File: config.mk
export PLATFORM = sky130hd
export DESIGN_NAME = neuron_input_loader_flat
export DESIGN_NICKNAME = d
export VERILOG_FILES = /design/src/rtl/neuron_input_loader_pkg.sv /design/src/rtl/neuron_input_loader_if.sv /design/src/rtl/neuron_input_loader_delay.sv /design/src/rtl/neuron_input_loader.sv /design/src/flat_wrapper.sv
export SDC_FILE = /design/constraint.sdc
export NUM_CORES = 2
export LEC_CHECK = 0
export BUFFER_PORTS_ARGS = -buffer_cell sky130_fd_sc_hd__buf_4
export CAP_MARGIN = 10
export CORE_ASPECT_RATIO = 0.75
export CORE_MARGIN = 2
export CORE_UTILIZATION = 35
export CTS_CLUSTER_DIAMETER = 30
export DETAILED_ROUTE_END_ITERATION = 7
export PLACE_DENSITY_LB_ADDON = 0.08
export SYNTH_ARGS = -nofsm -noshare
export SYNTH_HDL_FRONTEND = slang
export SYNTH_SLANG_ARGS = --single-unit
export TNS_END_PERCENT = 1
File: constraint.sdc
create_clock -name clk -period 5.4 [get_ports clk]
set_input_delay 0.81 -clock clk [delete_from_list [all_inputs] [get_ports clk]]
set_output_delay 0.81 -clock clk [all_outputs]
set_load 0.1 [all_outputs]
File: src/rtl/neuron_input_loader_pkg.sv
// Shared constants and types for the fp32 neuron input path.
package neuron_pkg;

  localparam int unsigned DATA_W     = 32;
  localparam int unsigned N_INPUTS   = 37;
  localparam int unsigned NEURON_LAT = 7;

  typedef logic [DATA_W-1:0] word_t;

  typedef enum logic {
    FILL  = 1'b0,
    DRAIN = 1'b1
  } loader_state_t;

  // Width of a frame slot index; a one-word frame still needs a 1-bit index.
  function automatic int unsigned idx_width(input int unsigned n);
    return (n > 1) ? $clog2(n) : 1;
  endfunction

endpackage

File: src/rtl/neuron_input_loader_if.sv
// Word-serial input handshake into the neuron input loader.
interface neuron_input_loader_if #(
  parameter int unsigned DATA_W = neuron_pkg::DATA_W
);

  logic [DATA_W-1:0] s_data;
  logic              s_valid;
  logic              s_last;
  logic              s_ready;

  modport master (
    output s_data,
    output s_valid,
    output s_last,
    input  s_ready
  );

  modport slave (
    input  s_data,
    input  s_valid,
    input  s_last,
    output s_ready
  );

endinterface

File: src/rtl/neuron_input_loader_delay.sv
// Fixed-latency delay of a single-bit strobe; DEPTH = 0 is a straight wire.
module valid_delay_line #(
  parameter int unsigned DEPTH = neuron_pkg::NEURON_LAT
) (
  input  logic clk,
  input  logic rst,
  input  logic in,
  output logic out
);

  generate
    if (DEPTH == 0) begin : g_wire
      assign out = in;
    end else begin : g_sr
      logic [DEPTH-1:0] r_sr;

      // Shift the strobe one stage per cycle; reset flushes in-flight pulses.
      always_ff @(posedge clk) begin
        if (rst) begin
          r_sr <= '0;
        end else begin
          r_sr[0] <= in;
          for (int unsigned i = 1; i < DEPTH; i++) begin
            r_sr[i] <= r_sr[i-1];
          end
        end
      end

      assign out = r_sr[DEPTH-1];
    end
  endgenerate

endmodule

File: src/rtl/neuron_input_loader.sv
// Serial-to-parallel frame assembler feeding the 37-input fp32 neuron.
// Words are collected in a shadow buffer; only complete, correctly sized
// frames are committed to the held-stable parallel output bus.
module neuron_input_loader #(
  parameter int unsigned N_INPUTS   = neuron_pkg::N_INPUTS,
  parameter int unsigned DATA_W     = neuron_pkg::DATA_W,
  parameter int unsigned NEURON_LAT = neuron_pkg::NEURON_LAT
) (
  input  logic                     clk,
  input  logic                     rst,
  neuron_input_loader_if.slave     s_if,
  output logic [DATA_W-1:0]        frame_out [N_INPUTS],
  output logic                     frame_valid,
  output logic                     out_valid,
  output logic                     err_len,
  output logic [15:0]              frame_cnt
);

  import neuron_pkg::*;

  localparam int unsigned IDX_W = idx_width(N_INPUTS);

  loader_state_t     r_state;
  loader_state_t     w_state_nxt;
  logic [IDX_W-1:0]  r_idx;
  logic [IDX_W-1:0]  w_idx_nxt;
  logic              w_ready;
  logic              w_accept;
  logic              w_idx_last;
  logic              w_wr;
  logic              w_commit;
  logic              w_err;
  logic              w_out_valid;

  logic [DATA_W-1:0] r_shadow    [N_INPUTS];
  logic [DATA_W-1:0] r_frame_out [N_INPUTS];
  logic              r_frame_valid;
  logic              r_err_len;
  logic [15:0]       r_frame_cnt;

  // No backpressure exists: the loader is ready whenever it is out of reset.
  assign w_ready    = ~rst;
  assign w_accept   = s_if.s_valid & w_ready;
  assign w_idx_last = (r_idx == IDX_W'(N_INPUTS - 1));

  // Frame-length FSM: classify each accepted word as store, commit or error.
  always_comb begin
    w_state_nxt = r_state;
    w_idx_nxt   = r_idx;
    w_wr        = 1'b0;
    w_commit    = 1'b0;
    w_err       = 1'b0;
    unique case (r_state)
      FILL: begin
        if (w_accept) begin
          if (w_idx_last) begin
            w_idx_nxt = '0;
            if (s_if.s_last) begin
              w_commit = 1'b1;
            end else begin
              w_err       = 1'b1;
              w_state_nxt = DRAIN;
            end
          end else if (s_if.s_last) begin
            w_err     = 1'b1;
            w_idx_nxt = '0;
          end else begin
            w_wr      = 1'b1;
            w_idx_nxt = r_idx + 1'b1;
          end
        end
      end
      DRAIN: begin
        if (w_accept && s_if.s_last) begin
          w_state_nxt = FILL;
          w_idx_nxt   = '0;
        end
      end
      default: begin
        w_state_nxt = FILL;
        w_idx_nxt   = '0;
      end
    endcase
  end

  // FSM state and slot index registers.
  always_ff @(posedge clk) begin
    if (rst) begin
      r_state <= FILL;
      r_idx   <= '0;
    end else begin
      r_state <= w_state_nxt;
      r_idx   <= w_idx_nxt;
    end
  end

  // Shadow buffer holds slots 0..N-2; the final word bypasses it at commit.
  always_ff @(posedge clk) begin
    if (w_wr) begin
      r_shadow[r_idx] <= s_if.s_data;
    end
  end

  // Parallel output bus, frame strobe, length error strobe and frame counter.
  always_ff @(posedge clk) begin
    if (rst) begin
      for (int unsigned i = 0; i < N_INPUTS; i++) begin
        r_frame_out[i] <= '0;
      end
      r_frame_valid <= 1'b0;
      r_err_len     <= 1'b0;
      r_frame_cnt   <= '0;
    end else begin
      r_frame_valid <= w_commit;
      r_err_len     <= w_err;
      if (w_commit) begin
        for (int unsigned i = 0; i + 1 < N_INPUTS; i++) begin
          r_frame_out[i] <= r_shadow[i];
        end
        r_frame_out[N_INPUTS-1] <= s_if.s_data;
        r_frame_cnt             <= r_frame_cnt + 16'd1;
      end
    end
  end

  valid_delay_line #(
    .DEPTH (NEURON_LAT)
  ) u_valid_delay (
    .clk (clk),
    .rst (rst),
    .in  (r_frame_valid),
    .out (w_out_valid)
  );

  assign s_if.s_ready = w_ready;
  assign frame_out    = r_frame_out;
  assign frame_valid  = r_frame_valid;
  assign out_valid    = w_out_valid;
  assign err_len      = r_err_len;
  assign frame_cnt    = r_frame_cnt;

endmodule

File: src/flat_wrapper.sv
// flat-port wrapper written by rule: the top's interface ports become plain ports
module neuron_input_loader_flat import neuron_pkg::*;
#(
  parameter int unsigned N_INPUTS   = neuron_pkg::N_INPUTS,
  parameter int unsigned DATA_W     = neuron_pkg::DATA_W,
  parameter int unsigned NEURON_LAT = neuron_pkg::NEURON_LAT
)
  (clk, rst, frame_out, frame_valid, out_valid, err_len, frame_cnt, s_if_s_data, s_if_s_valid, s_if_s_last, s_if_s_ready);
  neuron_input_loader_if #(.DATA_W(DATA_W)) s_if_i ();
  input  logic clk;
  input  logic rst;
  output logic [DATA_W-1:0] frame_out[N_INPUTS];
  output logic frame_valid;
  output logic out_valid;
  output logic err_len;
  output logic [15:0] frame_cnt;
  input wire logic [$bits(s_if_i.s_data)-1:0] s_if_s_data;
  input wire logic [$bits(s_if_i.s_valid)-1:0] s_if_s_valid;
  input wire logic [$bits(s_if_i.s_last)-1:0] s_if_s_last;
  output wire logic [$bits(s_if_i.s_ready)-1:0] s_if_s_ready;
  assign s_if_i.s_data = s_if_s_data;
  assign s_if_i.s_valid = s_if_s_valid;
  assign s_if_i.s_last = s_if_s_last;
  assign s_if_s_ready = s_if_i.s_ready;
  neuron_input_loader #(.N_INPUTS(N_INPUTS), .DATA_W(DATA_W), .NEURON_LAT(NEURON_LAT)) u_core (.clk(clk), .rst(rst), .s_if(s_if_i), .frame_out(frame_out), .frame_valid(frame_valid), .out_valid(out_valid), .err_len(err_len), .frame_cnt(frame_cnt));
endmodule
==> results.json <==
{
  "status": "finished clean",
  "p_seq_share_pct": 39.1,
  "period_minus_slack_ns": 4.47,
  "port_buffers": 1239,
  "tightest_slew_ns": 1.26,
  "finalCritPeriodShare_pct": 82.7,
  "area_growth_pct": 37.0,
  "cp-start-kind": "flop",
  "gr-total-overflow": 0,
  "power.density_nw_per_um2": 461,
  "synthSimpleGateAreaFrac_pct": 12.5,
  "cts-buffers-inserted": 441,
  "synth_top_family_by_area": "simple AND/OR/NAND/NOR gates",
  "skew_ns": 0.0545,
  "seq_area_um2": 58900,
  "dp_hpwl_mm": 183,
  "whs_ns": 0.143,
  "syn_area_um2": 76400,
  "slew_headroom_pct": 15.9,
  "p_int_w": 0.0381,
  "synth_nets": 6547,
  "hold_violations": 0,
  "max_stage_delay_ns": 0.83,
  "start_util_pct": 35.2,
  "ir_drop_mv": 0.285,
  "cap_violations": 0,
  "io_pins": 1240,
  "ctsResizeCount": 0,
  "crit_required_ns": 5.90,
  "criticalPathCategory": "flop to flop",
  "design.die.area_um2": 222000,
  "fillers": 20000,
  "power.share.clock_pct": 59.4,
  "syn_avg_cell_area_um2": 11.7,
  "postSynthCellCount": 6505,
  "synthXorXnorAreaFrac_pct": 0.0917,
  "synthMuxAreaShare_pct": 0,
  "reg2reg_slack_ns": 0.93,
  "synth_warnings": 0,
  "die_w_um": 543,
  "drc": 0,
  "end_kind": "flop",
  "leakage_nw": 37.6,
  "postCtsHoldBufs": 0,
  "path_buf_inv": 2,
  "wl_mm": 301,
  "fin_nets": 7924,
  "path_common_cell": "ha_1",
  "rsz0062_at_grt": "no",
  "synthAdderAreaFrac_pct": 0.0983,
  "setup_viol": 0,
  "fin_util_pct": 48.2,
  "synth_seq_area_share_pct": 77.2,
  "multiInputGateArea_um2": 16000,
  "mostFrequentLayoutCells": "2,390 x nand2_1, 1,322 x buf_4, 1,216 x dfxtp_1, 1,195 x a21oi_1, 1,152 x edfxtp_1",
  "wl_per_cell_um": 26.9,
  "p_comb_share_pct": 1.4,
  "netlist-cell-type-count": 37,
  "globalRouteTotalUtil_pct": 26.2,
  "finalMaxSlewViolations": 0,
  "cp_max_fo": 32,
  "crit_path_start": "u_core.r_idx[1]",
  "cts-root-buf": "clkbuf_16",
  "hold_path.class": "input port to flop",
  "drtAntennaViolNets": 0,
  "rows": 148,
  "clock_latency_ns": 0.88,
  "fp.dieH_um": 409,
  "drt_iter0_drc": 4893,
  "vias": 54900,
  "r2r-start": "u_core.r_idx[1]",
  "synth-compound-area-share_pct": 7.97,
  "clock.fmax_ghz": 0.224,
  "grt_pass1_vias": 52600,
  "cts_tree": "built",
  "antenna_found_initial": 44,
  "core_um2": 217000,
  "grt_max_degree": 199,
  "grt_pass1_wl_mm": 410,
  "critPathTopFamily": "simple AND/OR/NAND/NOR gates",
  "final_common_cell": "nand2_1",
  "dr.pass1.iters": 5,
  "htreeDepth": 5,
  "via_per_inst": 4.91,
  "critPathArrivalTime_ns": 4.97,
  "cts_sinks": 2368,
  "cts_setup_buffers": 0,
  "place.gp.congestion": 0.817,
  "ys_ff_latch": 2368,
  "clkSlewWorstSetupHoldPaths_ns": 0.05,
  "switching_power_w": 0.0101,
  "cp_cell_sequence": "inv_1 -> ha_1 -> nand3_1 -> ha_1 -> nor4bb_2 -> nand2_1 -> nor4_2 -> buf_4",
  "cts_buffer_depth": 4,
  "drive_gt1_share_pct": 25.9,
  "p_sw_share_pct": 21.0,
  "finalSetupTns_ns": 0,
  "min_from": "s_if_s_data[18]",
  "cpMaxStageDelayCell": "nand2_1"
}
[cell type report]
cell class | instances | area share (%)
well taps | 2925 | 3.50
clock buffers | 536 | 11.5
diodes | 9 | 0.0215
flip-flops and latches | 2368 | 56.3
inverters | 10 | 0.0430
clock inverters | 291 | 3.50
multi-input cells | 3721 | 15.3
repair buffers | 1340 | 9.83
[per-layer routing]
layer	track usage, %	wire length [um]	vias up	part of all wire, %
met4	11.1	13000	2	4.3
met1	33.0	122000	27500	40
li1	-	-	25000	-
met3	6.50	23400	514	7.8
met2	42.6	143000	2003	47
met5	0	12	-	0.0040
[worst paths after layout]
check,to,cells past startpoint
worst max register to register,u_core.r_shadow[17][25],8
worst max-delay path,u_core.r_shadow[17][25],8
worst min register to register,u_core.u_valid_delay.g_sr.r_sr[2],1
worst min-delay path,u_core.r_shadow[12][18],1
[kinds of logic (layout without fill, tap and decap cells)]
| group | after synthesis | count (layout) |
|---|---|---|
| compound gates | 1210 | 1210 |
| xor+xnor | 8 | 8 |
| fa+ha+maj | 6 | 6 |
| buf+inv | 416 | 2177 |
| flops | 2368 | 2368 |
| other cells | 0 | 9 |
| simple gates | 2497 | 2497 |
[cell usage after synthesis]
master     number  area, um2
inv_2           1       3.75
nor4_1          3       18.8
nor2_1         45        169
nor3b_1         2       15.0
clkbuf_1      296       1110
or3b_2          1       8.76
buf_2          92        460
nor4bb_1        1       10.0
or2_2           2       12.5
buf_1          18       67.6
dfxtp_1      1216      24300
ha_1            6       75.1
edfxtp_1     1152      34600
nand4_1         4       25.0
nand4bb_1       2       22.5
o211ai_1        1       7.51
and3_1          5       31.3
a32oi_1         1       8.76
nand4b_1        2       17.5
or2_1           1       6.26
a21oi_1      1195       5980
nor3_1          3       15.0
nand3_1        13       65.1
and2_1          1       6.26
xnor2_1         3       26.3
o21ai_0         3       15.0
xor2_1          5       43.8
nand3b_1        2       15.0
a31oi_1         3       18.8
or4_1           5       37.5
o31ai_1         5       37.5
nor2b_1         8       50.1
and4_1          2       17.5
or3_1           5       31.3
a311oi_1        2       17.5
inv_1           9       33.8
nand2_1      2390       8970
[state kept, by name (all words and copies together) (netlist names)]
| register | count |
|---|---|
| u_core.r_shadow | 1152 |
| u_core.r_state | 1 |
| u_core.err_len | 1 |
| u_core.r_idx | 6 |
| frame_out | 1152 |
| u_core.frame_valid | 1 |
| u_core.frame_cnt | 16 |
| u_core.frame_out | 32 |
| u_core.u_valid_delay.g_sr.r_sr | 7 |
[power groups by stage]
stage | combinational, W | sequential, W | clock (W)
final | 0.000689 | 0.0189 | 0.0286
after floorplan | 0.000138 | 0.0192 | 0
after detailed placement | 0.000704 | 0.0192 | 0
after global placement | 0.000706 | 0.0192 | 0
after CTS | 0.000706 | 0.0189 | 0.0290
after global routing | 0.000707 | 0.0188 | 0.0299
[through the flow]
step	setup WS (ns)	total power, W	std cells	instance area [um2]
global placement	0.814	0.0199	10400	88900
global route	0.714	0.0494	11200	105000
finish	0.933	0.0482	11200	105000
floorplan	0.167	0.0194	6505	76400
CTS	0.960	0.0486	11200	105000
detailed placement	0.925	0.0199	10400	89000
No activity file was read; power rests on OpenSTA's default activity.
